### config.mk
export PLATFORM = sky130hd
export DESIGN_NAME = pt_frame_tx
export DESIGN_NICKNAME = d
export VERILOG_FILES = /design/src/rtl/pt_frame_tx.sv
export SDC_FILE = /design/constraint.sdc
export NUM_CORES = 1
export LEC_CHECK = 0
export CAP_MARGIN = 30
export CORE_ASPECT_RATIO = 0.5
export CORE_MARGIN = 5
export CORE_UTILIZATION = 55
export CTS_CLUSTER_SIZE = 12
export DETAILED_ROUTE_END_ITERATION = 12
export GPL_ROUTABILITY_DRIVEN = 0
export GPL_TIMING_DRIVEN = 0
export PLACE_DENSITY = 0.88
export SLEW_MARGIN = 20
export SYNTH_ARGS = -nofsm -noshare
export SYNTH_HDL_FRONTEND = slang
export SYNTH_SLANG_ARGS = --single-unit
### constraint.sdc
create_clock -name clk -period 5.7 [get_ports clk]
set_clock_uncertainty 0.05 [all_clocks]
set_input_delay 0.57 -clock clk [delete_from_list [all_inputs] [get_ports clk]]
set_output_delay 0.57 -clock clk [all_outputs]
set_load 0.01 [all_outputs]
### src/rtl/pt_frame_tx.sv
// pt_frame_tx - PT2262-compatible frame transmitter.
//
// Each frame is TRITS tri-state code bits, sent MSB pair first, followed by a
// sync word. The whole frame is sent repeats+1 times back to back.
// The alpha pulse unit is ALPHA_DIV clk cycles.
//   code bit '0'   : H4  L12 H4  L12   (alpha units)
//   code bit '1'   : H12 L4  H12 L4
//   code bit float : H4  L12 H12 L4
//   sync           : H4  L124
//
// Ports:
//   clk      in   system clock, rising edge
//   rst      in   asynchronous active-high reset
//   start    in   transmission request, sampled only in IDLE
//   ad       in   [2*TRITS-1:0] trit vector (00='0', 01='1', 1x=float)
//   repeats  in   [REPEAT_W-1:0] extra frames after the first
//   abort    in   (only with PT_ABORT_EN) ends an in-flight transmission
//   busy     out  high while frames are being sent
//   done     out  one-cycle pulse after the last frame
//   q        out  registered encoder output
//
// Build option: define PT_ABORT_EN to add the abort input.
module pt_frame_tx #(
   parameter int unsigned TRITS     = 12,
   parameter int unsigned ALPHA_DIV = 4,
   parameter int unsigned REPEAT_W  = 4
) (
   input  logic                  clk,
   input  logic                  rst,
   input  logic                  start,
   input  logic [2*TRITS-1:0]    ad,
   input  logic [REPEAT_W-1:0]   repeats,
`ifdef PT_ABORT_EN
   input  logic                  abort,
`endif
   output logic                  busy,
   output logic                  done,
   output logic                  q
);

   localparam int unsigned IDX_W = (TRITS > 1) ? $clog2(TRITS) : 1;
   localparam int unsigned PRE_W = (ALPHA_DIV > 1) ? $clog2(ALPHA_DIV) : 1;

   typedef enum logic [1:0] {S_IDLE, S_TRIT, S_SYNC, S_DONE} state_e;

   state_e               state_q, state_d;
   logic [2*TRITS-1:0]   ad_q, ad_d;
   logic [REPEAT_W-1:0]  rep_q, rep_d;
   logic [REPEAT_W-1:0]  frame_q, frame_d;
   logic [IDX_W-1:0]     trit_idx_q, trit_idx_d;
   logic [PRE_W-1:0]     pre_q, pre_d;
   logic [6:0]           cnt_q, cnt_d;
   logic [1:0]           seg_q, seg_d;
   logic                 q_q, q_d;

   logic [1:0]           trit_sel;
   logic [6:0]           seg_len;
   logic                 alpha_tick;
   logic                 abort_req;

`ifdef PT_ABORT_EN
   assign abort_req = abort;
`else
   assign abort_req = 1'b0;
`endif

   // Trit index counts up from 0; index 0 selects the MSB pair.
   assign trit_sel   = ad_q[2*(TRITS-1-int'(trit_idx_q)) +: 2];
   assign alpha_tick = (pre_q == PRE_W'(ALPHA_DIV-1));

   // Length in alpha of the current segment. Every waveform alternates
   // high/low starting high, so only the lengths depend on the symbol.
   always_comb begin
      seg_len = 7'd4;
      if (state_q == S_SYNC) begin
         seg_len = seg_q[0] ? 7'd124 : 7'd4;
      end else begin
         case (trit_sel)
            2'b00:   seg_len = seg_q[0] ? 7'd12 : 7'd4;
            2'b01:   seg_len = seg_q[0] ? 7'd4  : 7'd12;
            default: seg_len = (seg_q == 2'd1 || seg_q == 2'd2) ? 7'd12 : 7'd4;
         endcase
      end
   end

   always_comb begin
      state_d    = state_q;
      ad_d       = ad_q;
      rep_d      = rep_q;
      frame_d    = frame_q;
      trit_idx_d = trit_idx_q;
      pre_d      = pre_q;
      cnt_d      = cnt_q;
      seg_d      = seg_q;

      case (state_q)
         S_IDLE: begin
            if (start) begin
               ad_d       = ad;
               rep_d      = repeats;
               frame_d    = '0;
               trit_idx_d = '0;
               pre_d      = '0;
               cnt_d      = '0;
               seg_d      = '0;
               state_d    = S_TRIT;
            end
         end
         S_TRIT, S_SYNC: begin
            pre_d = alpha_tick ? '0 : pre_q + 1'b1;
            if (alpha_tick) begin
               if (cnt_q == seg_len - 7'd1) begin
                  cnt_d = '0;
                  if (state_q == S_TRIT) begin
                     if (seg_q == 2'd3) begin
                        seg_d = '0;
                        if (trit_idx_q == IDX_W'(TRITS-1)) begin
                           trit_idx_d = '0;
                           state_d    = S_SYNC;
                        end else begin
                           trit_idx_d = trit_idx_q + 1'b1;
                        end
                     end else begin
                        seg_d = seg_q + 1'b1;
                     end
                  end else begin
                     if (seg_q == 2'd1) begin
                        seg_d = '0;
                        if (frame_q < rep_q) begin
                           frame_d = frame_q + 1'b1;
                           state_d = S_TRIT;
                        end else begin
                           state_d = S_DONE;
                        end
                     end else begin
                        seg_d = seg_q + 1'b1;
                     end
                  end
               end else begin
                  cnt_d = cnt_q + 7'd1;
               end
            end
            if (abort_req) begin
               state_d = S_DONE;
            end
         end
         S_DONE: begin
            state_d = S_IDLE;
         end
         default: state_d = S_IDLE;
      endcase

      // q is registered: drive the level of the position being entered.
      q_d = ((state_d == S_TRIT) || (state_d == S_SYNC)) && !seg_d[0];
   end

   always_ff @(posedge clk or posedge rst) begin
      if (rst) begin
         state_q    <= S_IDLE;
         ad_q       <= '0;
         rep_q      <= '0;
         frame_q    <= '0;
         trit_idx_q <= '0;
         pre_q      <= '0;
         cnt_q      <= '0;
         seg_q      <= '0;
         q_q        <= 1'b0;
      end else begin
         state_q    <= state_d;
         ad_q       <= ad_d;
         rep_q      <= rep_d;
         frame_q    <= frame_d;
         trit_idx_q <= trit_idx_d;
         pre_q      <= pre_d;
         cnt_q      <= cnt_d;
         seg_q      <= seg_d;
         q_q        <= q_d;
      end
   end

   assign busy = (state_q == S_TRIT) || (state_q == S_SYNC);
   assign done = (state_q == S_DONE);
   assign q    = q_q;

endmodule

Word level (Yosys, flattened, before mapping)
Index checks and enable logic that the tools add are counted.
{"block": "totals", "regBits": 50, "inputBits": 31, "output_inout_bits": 3, "wordCells": 96}
{"block": "op_classes", "add_sub_neg": 7, "order_cmp": 1, "eq_ne": 20, "shift": 1, "n_mux": 42, "n_reduce_logical": 15}
{"operator": "4-bit two-way mux", "count": 14}
{"operator": "7-bit two-way mux", "count": 5}
{"operator": "24-bit by 33-bit variable part select with 2-bit output", "count": 1}
{"operator": "2-bit two-way mux", "count": 16}
{"operator": "4-bit one-hot mux with 2 select lines", "count": 3}
{"operator": "2-bit != test, second input constant", "count": 8}
{"operator": "7-bit one-hot mux with 2 select lines", "count": 1}
{"operator": "2-bit equality test, second input constant", "count": 6}
{"operator": "4-bit by 1-bit adder with 4-bit output, second input constant", "count": 2}
{"operator": "2-bit by 1-bit equality test with 1-bit output, second input constant", "count": 4}
{"operator": "2-bit one-hot mux with 2 select lines", "count": 2}
{"operator": "7-bit by 1-bit adder with 7-bit output, second input constant", "count": 1}
{"operator": "7-bit equality test", "count": 1}
{"operator": "7-bit AND reduction", "count": 1}
{"operator": "7-bit by 1-bit subtractor with 7-bit output, second input constant", "count": 1}
{"operator": "2-bit one-hot mux with 3 select lines", "count": 1}
{"operator": "6-bit AND reduction", "count": 1}
{"operator": "4-bit by 4-bit subtractor with 5-bit output, first input constant", "count": 1}
{"operator": "2-bit by 1-bit adder with 2-bit output, second input constant", "count": 2}
{"operator": "4-bit equality test, second input constant", "count": 1}
{"operator": "2-bit zero test", "count": 2}
{"operator": "4-bit < comparator", "count": 1}
{"operator": "2-bit AND reduction", "count": 2}
{"operator": "4-bit AND reduction", "count": 1}
{"operator": "other kinds (6)", "count": 8}

Longest topological paths before layout
Gate-level depths: netlist of the first run.
{"block": "logic_depth", "depth_word": 13, "depth_mapped": 11, "mapped_depth_nobuf": 11}

Worst setup path before layout of the first run
OpenSTA, ideal clock, no wires.
{"block": "synth_path", "path_kind": "register to register", "startpoint": "register trit_idx_q[2]", "endpoint": "register trit_idx_q[3]", "setup_ns": 0.069, "arrival_ns": 3.145, "t_required_ns": 5.581, "slack_ns": 2.435, "path_stages_with_launch": 12, "path_cell_list": "dfrtp_1 > inv_1 > ha_1 > mux4_2 > nand2b_1 > a31oi_2 > o22ai_1 > o21a_1 > o31ai_4 > nand3b_4 > or4_1 > nand3_1"}
{"block": "synth_between", "elab_chain_cells": 9, "elab_cells_between_ends": 18, "cone_classes": "add/sub (3); eq/ne (4); shift (1); mux (8); reduce/logical (2)"}
{"item": "start, declared", "line_no": "50", "source": "logic [IDX_W-1:0] trit_idx_q, trit_idx_d;"}
{"item": "start signal, assigned", "line_no": "173", "source": "trit_idx_q <= trit_idx_d;"}
{"item": "4-bit by 4-bit subtractor with 5-bit output", "line_no": "68", "source": "assign trit_sel = ad_q[2*(TRITS-1-int'(trit_idx_q)) +: 2];"}
{"item": "24-bit by 33-bit variable part select with 2-bit output", "line_no": "68"}
{"item": "2-bit by 1-bit equality test with 1-bit output or 2-bit zero test (tied branches)", "line_no": "78", "source": "case (trit_sel)"}
{"item": "4-bit one-hot mux with 2 select lines", "line_no": "78"}
{"item": "7-bit two-way mux", "line_no": "75", "source": "if (state_q == S_SYNC) begin"}
{"item": "7-bit by 1-bit subtractor with 7-bit output", "line_no": "112", "source": "if (cnt_q == seg_len - 7'd1) begin"}
{"item": "7-bit equality test", "line_no": "112"}
{"item": "2-bit != test (no source line)"}
{"item": "6-bit AND reduction (no source line)"}
Parallel ways exist; a longest one is shown, timed or not. The select of a mux whose other input is x is not followed.
A chain may end at the register's enable or synchronous reset.

Final worst setup path of the first run
Ends and elaborated chain as after synthesis.

==> results of run 1 <==
==> through the flow <==
stage / utilization, % / setup slack, ps / instance area [um^2] / hold WS [ps] / power (W)
finish: 67.8 / 1800 / 3380 / 465 / 0.000589
CTS: 67.8 / 1850 / 3380 / 465 / 0.000590
detailed placement: 66.1 / 1920 / 3290 / 444 / 0.000391
floorplan: - / 2440 / 2850 / 420 / 0.000367
global route: 67.8 / 1610 / 3380 / 480 / 0.000610
global placement: 65.7 / 2040 / 3270 / 430 / 0.000389
==> flip-flops by register name, indices dropped and copies added, names as in the netlist <==
signal      cells
ad_q           24
cnt_q           7
frame_q         4
rep_q           4
trit_idx_q      4
pre_q           2
seg_q           2
state_q         2
q               1
==> per-layer routing <==
layer	GRT usage [%]	wire length (um)	vias to the layer above	part of all wire [%]
met4	10.7	199	0	3.1
met2	35.0	3100	96	48
li1	-	-	1050	-
met3	3.88	342	26	5.3
met5	0	0	-	0
met1	24.6	2800	1104	43
==> cells in the final DEF (no fill, tap or decap), types with 12 or more instances in the layout <==
| cell | count |
|---|---|
| sky130_fd_sc_hd__clkdlybuf4s50_1 | 33 |
| sky130_fd_sc_hd__dfrtp_1 | 50 |
| sky130_fd_sc_hd__ha_1 | 16 |
| sky130_fd_sc_hd__inv_1 | 12 |
| sky130_fd_sc_hd__mux2_2 | 31 |
| sky130_fd_sc_hd__nand2_1 | 20 |
| sky130_fd_sc_hd__nand3_1 | 12 |
| sky130_fd_sc_hd__nor2_1 | 23 |
| sky130_fd_sc_hd__o21ai_0 | 15 |
==> power by group through the flow <==
stage / clock [W] / combinational [W] / sequential [W]
final: 0.000205 / 0.0000292 / 0.000354
after global routing: 0.000223 / 0.0000322 / 0.000354
after CTS: 0.000206 / 0.0000300 / 0.000354
after detailed placement: 0 / 0.0000299 / 0.000361
after global placement: 0 / 0.0000275 / 0.000361
after floorplan: 0 / 0.00000542 / 0.000361
==> synthesized netlist by cell type, types with 2 or more instances <==
cell / count
sky130_fd_sc_hd__dfrtp_1: 50
sky130_fd_sc_hd__mux2_2: 31
sky130_fd_sc_hd__nor2_1: 23
sky130_fd_sc_hd__nand2_1: 20
sky130_fd_sc_hd__ha_1: 16
sky130_fd_sc_hd__o21ai_0: 15
sky130_fd_sc_hd__inv_1: 13
sky130_fd_sc_hd__nand3_1: 12
sky130_fd_sc_hd__mux2i_1: 8
sky130_fd_sc_hd__nor3_1: 8
sky130_fd_sc_hd__a21oi_1: 7
sky130_fd_sc_hd__clkbuf_1: 5
sky130_fd_sc_hd__nor2b_1: 5
sky130_fd_sc_hd__o22ai_1: 4
sky130_fd_sc_hd__nand4_1: 3
sky130_fd_sc_hd__a211o_1: 2
sky130_fd_sc_hd__and3_1: 2
sky130_fd_sc_hd__mux4_1: 2
sky130_fd_sc_hd__mux4_2: 2
sky130_fd_sc_hd__nand2b_1: 2
sky130_fd_sc_hd__nand3b_1: 2
sky130_fd_sc_hd__o31ai_1: 2
sky130_fd_sc_hd__xnor2_1: 2
==> kinds of logic after synthesis <==
kind of cell    share of synthesized area [%]
flops                                    43.8
mux                                      18.5
compound gates                           10.9
simple gates                             15.8
buf+inv                                  3.07
xor+xnor                                0.921
fa+ha+maj                                7.01
==> worst max-delay path, stage by stage, from the launching register on <==
cell                       delay (ps)
sky130_fd_sc_hd__dfrtp_1          510
sky130_fd_sc_hd__inv_1            130
sky130_fd_sc_hd__ha_1             430
sky130_fd_sc_hd__mux4_2           520
sky130_fd_sc_hd__nand2b_1         180
sky130_fd_sc_hd__a31oi_2          260
sky130_fd_sc_hd__o22ai_1          240
sky130_fd_sc_hd__o21a_1           270
sky130_fd_sc_hd__o31ai_4          430
sky130_fd_sc_hd__nand3b_4         170
sky130_fd_sc_hd__or4_1            530
sky130_fd_sc_hd__nand3_1          100
==> area by class of cell <==
| class | count | area [um^2] |
|---|---|---|
| multi-input combinational | 194 | 1520 |
| buffer | 8 | 35.0 |
| sequential | 50 | 1250 |
| clock buffer | 5 | 68.8 |
| tap | 70 | 87.6 |
| inverter | 14 | 52.6 |
| fill | 359 | 1600 |
| timing repair buffer | 34 | 350 |
| clock inverter | 2 | 15.0 |
==> how the worst max path moves through the flow <==
stage / start / to / depth (start not counted)
after floorplan: trit_idx_q[2]$_DFFE_PP0P_ / trit_idx_q[3]$_DFFE_PP0P_ / 11
after detailed placement: trit_idx_q[2]$_DFFE_PP0P_ / trit_idx_q[3]$_DFFE_PP0P_ / 11
after CTS: trit_idx_q[2]$_DFFE_PP0P_ / trit_idx_q[3]$_DFFE_PP0P_ / 11
after global placement: trit_idx_q[2]$_DFFE_PP0P_ / trit_idx_q[3]$_DFFE_PP0P_ / 11
final: trit_idx_q[2]$_DFFE_PP0P_ / trit_idx_q[3]$_DFFE_PP0P_ / 11
after global routing: trit_idx_q[2]$_DFFE_PP0P_ / trit_idx_q[3]$_DFFE_PP0P_ / 11
==> reports/results.tsv, run 1 <==
metric	value	unit
outcome	finished clean	
number of pins with negative max-slew slack in the final report	0	
Switching Power	0.000131	W
via count of the first global-routing pass	2263	
sequential fraction of the synthesis area	43.8	%
combined global-route utilization of all metal layers	20.1	%
RR Startpoint	trit_idx_q[2]$_DFFE_PP0P_	
overall overflow remaining after global route	0	
wire length of the first global-routing pass	10700	um
row count	18	
Data required, critical path	5900	ps
CTS tree	built	
number of standard cells after synthesis	266	
share of total power in the clock network	34.8	%
number of hold violations in the final report	0	
post-cts sizing count	0	
H-tree levels	2	
reg-to-reg setup timing slack	1800	ps
hold path startpoint	ad_q[14]$_DFFE_PP0P_	
Final Routed Wirelength	6440	um
Diodes inserted	0	
internal power of the cells	0.000458	W
classification of the worst setup path	reg -> reg	
critical path startpoint category	flop	
hpwl dp	4680	um
post-route DRC violation count	0	
synth-to-layout area growth	18.3	%
number of nets in the final layout	354	
setup repair after global routing missed its margin	no	
Critical Path Fanout Max	9	
number of cells traversed by the worst register-to-register path	11	
antenna violations before repair	0	
x dimension of the die	112	um
Worst Hold Class	reg -> reg	
number of synthesis warnings	0	
maximum number of pins on one net before global-route repair	29	
area of the core	4980	um^2
Total Neg Setup Slack	0	ps
Starting Density	57.3	%
Period minus WS final	3900	ps
Power Dens Cells	174	nW/um^2
TritonCTS Buffers	5	
most frequently used flop master after synthesis	sky130_fd_sc_hd__dfrtp_1	
Relative slew margins	62.6	%
leakage power of the design	1.56	nW
Mapped Nets	313	
count of hold-fix buffers inserted at cts	0	
maximum vdd ir drop	0.000126	V
data arrival time of the critical path	4100	ps
fraction of layout instances using a drive strength above 1	15.6	%
slew of the pin with the lowest slew margin	547	ps
CTS root buf	sky130_fd_sc_hd__clkbuf_8	
share of the synthesized area in the top cell type	43.8	%
highest clock rate	256	MHz
number of maximum-capacitance violations	0	
logic gate share of total power	5.0	%
clock-pin slew of the registers on the worst-case setup and hold paths	90	ps
asr flop ratio synth	100	%
number of standard cells in the layout, taps in and fillers out	377	
Routed Antenna Nets	0	
via density per instance	6.04	
area enclosed by the die boundary	6820	um^2
number of ports placed on the die boundary	34	
number of enable flip-flop cells after synthesis	0	
crit path capture type	flop	
vias after detailed routing	2276	
top post-synthesis cells by area	sky130_fd_sc_hd__dfrtp_1 (44%), sky130_fd_sc_hd__mux2_2 (12%), sky130_fd_sc_hd__ha_1 (7.0%), sky130_fd_sc_hd__nor2_1 (3.0%), sky130_fd_sc_hd__mux2i_1 (2.8%)	
clock insertion delay at the later pin of the skew report	310	ps
number of clock sinks seen by CTS	50	
cell taking the most area after synthesis	sky130_fd_sc_hd__dfrtp_1	
DRT iter0 DRCs	114	
Synth Cell Area	2850	um^2
port buffer count	33	
wire length per cell after detailed routing	17.1	um
fraction of power spent switching nets	22.2	%
mean instance size in the synthesized netlist	10.7	um^2
destination of the worst hold path	ad_q[14]$_DFFE_PP0P_	
reg-to-reg endpoint	trit_idx_q[3]$_DFFE_PP0P_	
Chip Height	60.9	um
Final Setup Violations	0	
Seq pwr share	60.2	%
hold-critical path depth	1	
Post-CTS Repair Setup Buffers	0	
flop and latch count out of synthesis	50	
CTS max path bufs	2	
final cycle utilization of the critical path	68.5	%
TritonRoute pass-1 iters	5	
DP Cell Count	370	
Synth cell types	53	
Note: power is estimated with default switching activity, not from simulation.
==> run 2, diff against run 1 <==
Settings changed: CORE_UTILIZATION 55 to 50, PLACE_DENSITY 0.88 to 0.85.
Clock period 5.7 ns to 3.3 ns, I/O delays scaled along.
==> run 2 against run 1 <==
Sequential power increased by 73%. Register-to-register slack got worse by 1700 ps. Via count increased by 3.8%. Global-route usage decreased by 0.64 points. Cell area increased by 6.4%. Utilization decreased by 2.7 points. Sequential share of layout area decreased by 2.1 points. Power increased by 100%. Critical path type unchanged. Critical endpoint unchanged. Largest cell class unchanged. Largest power group unchanged. Highest routed layer unchanged.
==> reports/results.tsv, run 2 (synthesis results as in run 1) <==
metric	value	unit	change
outcome	finished clean		unchanged
share of total power in the clock network	44.7	%	was 34.8%
Filler cells	404		was 359
crit path capture type	flop		unchanged
row count	19		was 18
Routed Antenna Nets	0		unchanged
fraction of layout instances using a drive strength above 1	21.6	%	was 15.6%
CTS tree	built		unchanged
clock-pin slew of the registers on the worst-case setup and hold paths	70	ps	was 90 ps
Final Routed Wirelength	7140	um	was 6440 um
Slowest-stage cell, CP	sky130_fd_sc_hd__or4_1		unchanged
number of maximum-capacitance violations	0		unchanged
CTS root buf	sky130_fd_sc_hd__clkbuf_16		was sky130_fd_sc_hd__clkbuf_8
slew of the pin with the lowest slew margin	588	ps	was 547 ps
antenna violations before repair	0		unchanged
flip-flop count of the largest register after layout	24		unchanged
via count of the first global-routing pass	2372		was 2263
area of the core	5520	um^2	was 4980 um^2
vias after detailed routing	2363		was 2276
count of hold-fix buffers inserted at cts	0		unchanged
wire length of the first global-routing pass	11400	um	was 10700 um
Starting Density	51.7	%	was 57.3%
Worst Hold Class	in -> async		was reg -> reg
Power Dens Cells	334	nW/um^2	was 174 nW/um^2
fraction of power spent switching nets	20.9	%	was 22.2%
leading cell type in the layout, fill and taps excluded	sky130_fd_sc_hd__dfrtp_1		unchanged
overall overflow remaining after global route	0		unchanged
leading registers by flop count	ad_q: 24 flops, cnt_q: 7 flops		unchanged
area enclosed by the die boundary	7410	um^2	was 6820 um^2
largest stage delay on the critical path	510	ps	was 530 ps
Switching Power	0.000251	W	was 0.000131 W
worst hold slack across all endpoints	312	ps	was 465 ps
most frequent cells in the layout	sky130_fd_sc_hd__dfrtp_1 (47), sky130_fd_sc_hd__clkdlybuf4s50_1 (33), sky130_fd_sc_hd__mux2_2 (31)		was sky130_fd_sc_hd__dfrtp_1 (50), sky130_fd_sc_hd__clkdlybuf4s50_1 (33), sky130_fd_sc_hd__mux2_2 (31)
maximum number of pins on one net before global-route repair	32		was 29
maximum vdd ir drop	0.000212	V	was 0.000126 V
min setup slack post-route	65.3	ps	was 1800 ps
port buffer count	33		unchanged
number of hold violations in the final report	0		unchanged
Data required, critical path	3470	ps	was 5900 ps
critical path startpoint category	flop		unchanged
TritonRoute pass-1 iters	5		unchanged
Chip Height	63.4	um	was 60.9 um
Relative slew margins	60.8	%	was 62.6%
Most flops, register	ad_q		unchanged
Period minus WS final	3230	ps	was 3900 ps
TritonCTS Buffers	5		unchanged
Seq pwr share	51.0	%	was 60.2%
clock insertion delay at the later pin of the skew report	290	ps	was 310 ps
highest clock rate	309	MHz	was 256 MHz
leakage power of the design	1.65	nW	was 1.56 nW
number of ports placed on the die boundary	34		unchanged
wire length per cell after detailed routing	18.2	um	was 17.1 um
via density per instance	6.03		was 6.04
DRT iter0 DRCs	143		was 114
combined global-route utilization of all metal layers	19.5	%	was 20.1%
final cycle utilization of the critical path	98.0	%	was 68.5%
number of clock sinks seen by CTS	50		unchanged
classification of the worst setup path	reg -> reg		unchanged
synth-to-layout area growth	25.9	%	was 18.3%
Diodes inserted	0		unchanged
number of nets in the final layout	365		was 354
x dimension of the die	117	um	was 112 um
cell breakdown of the critical path	ha_4 -> mux4_2 -> nand2b_4 -> a31oi_4 -> o22ai_4 -> o21a_1 -> o31ai_4 -> nand3b_4 -> or4_1 -> nand3_1		was inv_1 -> ha_1 -> mux4_2 -> nand2b_1 -> a31oi_2 -> o22ai_1 -> o21a_1 -> o31ai_4 -> nand3b_4 -> or4_1 -> nand3_1
CTS max path bufs	2		unchanged
internal power of the cells	0.000951	W	was 0.000458 W
logic gate share of total power	4.3	%	was 5.0%
Critical Path Fanout Max	5		was 9
H-tree levels	2		unchanged
hpwl dp	4730	um	was 4680 um
number of pins with negative max-slew slack in the final report	0		unchanged
setup repair after global routing missed its margin	no		unchanged
worst setup slack before clock tree synthesis	-382	ps	was 1920 ps
data arrival time of the critical path	3410	ps	was 4100 ps
Final Setup Violations	0		unchanged
post-route DRC violation count	0		unchanged
## run 2: what timing repair did
action | CTS | global route
setup buffers | 3 | 8
gates resized for setup | 5 | 9
pin swaps | 1 | 6
setup endpoints to repair | 12 | 5
## run 2: cell type report
cell class | instances | area, um^2 | area share [%]
Buffer | 8 | 35.0 | 0.975
Clock buffer | 6 | 139 | 3.87
Clock inverter | 2 | 17.5 | 0.488
Inverter | 14 | 52.6 | 1.46
Multi-Input combinational cell | 194 | 1570 | 43.7
Sequential cell | 50 | 1250 | 34.9
Tap cell | 73 | 91.3 | 2.54
Timing Repair Buffer | 45 | 433 | 12.1
## run 2: critical path: cells and delay by family, from the launching register on
| kind | cells | cell delay (ps) |
|---|---|---|
| compound gates | 4 | 970 |
| flops | 1 | 450 |
| fa+ha+maj | 1 | 300 |
| mux | 1 | 480 |
| simple gates | 4 | 910 |
## run 2: metrics by stage
step	std cells	TNS, ps	utilization, %	power (W)	area (um^2)
detailed placement	373	-1830	59.8	0.000676	3300
CTS	384	0	63.5	0.00121	3500
global placement	372	-1130	59.4	0.000671	3280
finish	392	0	65.1	0.00120	3590
floorplan	266	0	-	0.000634	2850
global route	392	0	65.1	0.00125	3590
## run 2: path summary, 6_finish.rpt
| check | cells past startpoint | slack [ps] | startpoint | endpoint |
|---|---|---|---|---|
| max | 10 | 70 | trit_idx_q[3]$_DFFE_PP0P_ | trit_idx_q[3]$_DFFE_PP0P_ |
| min | 2 | 310 | rst | rep_q[0]$_DFFE_PP0P_ |
| max reg2reg | 10 | 70 | trit_idx_q[3]$_DFFE_PP0P_ | trit_idx_q[3]$_DFFE_PP0P_ |
| min reg2reg | 1 | 450 | ad_q[22]$_DFFE_PP0P_ | ad_q[22]$_DFFE_PP0P_ |
| max in group asynchronous | 3 | 2370 | rst | pre_q[0]$_DFFE_PP0P_ |
| min in group clk | 1 | 450 | ad_q[22]$_DFFE_PP0P_ | ad_q[22]$_DFFE_PP0P_ |
## run 2: power by group through the flow
stage / combinational [W] / sequential, W / clock, W
floorplan: 0.00000936 / 0.000624 / 0
global placement: 0.0000470 / 0.000624 / 0
detailed placement: 0.0000520 / 0.000624 / 0
CTS: 0.0000521 / 0.000612 / 0.000541
global route: 0.0000564 / 0.000612 / 0.000578
finish: 0.0000514 / 0.000613 / 0.000537
## run 2: layer usage
metal	part of all wire, %	wire length [um]	up-vias	global-route usage (%)
li1	-	-	1074	-
met1	40	2870	1159	24.8
met2	51	3630	115	32.7
met3	6.1	439	15	3.44
met4	3.0	211	0	7.73
met5	0	0	-	0
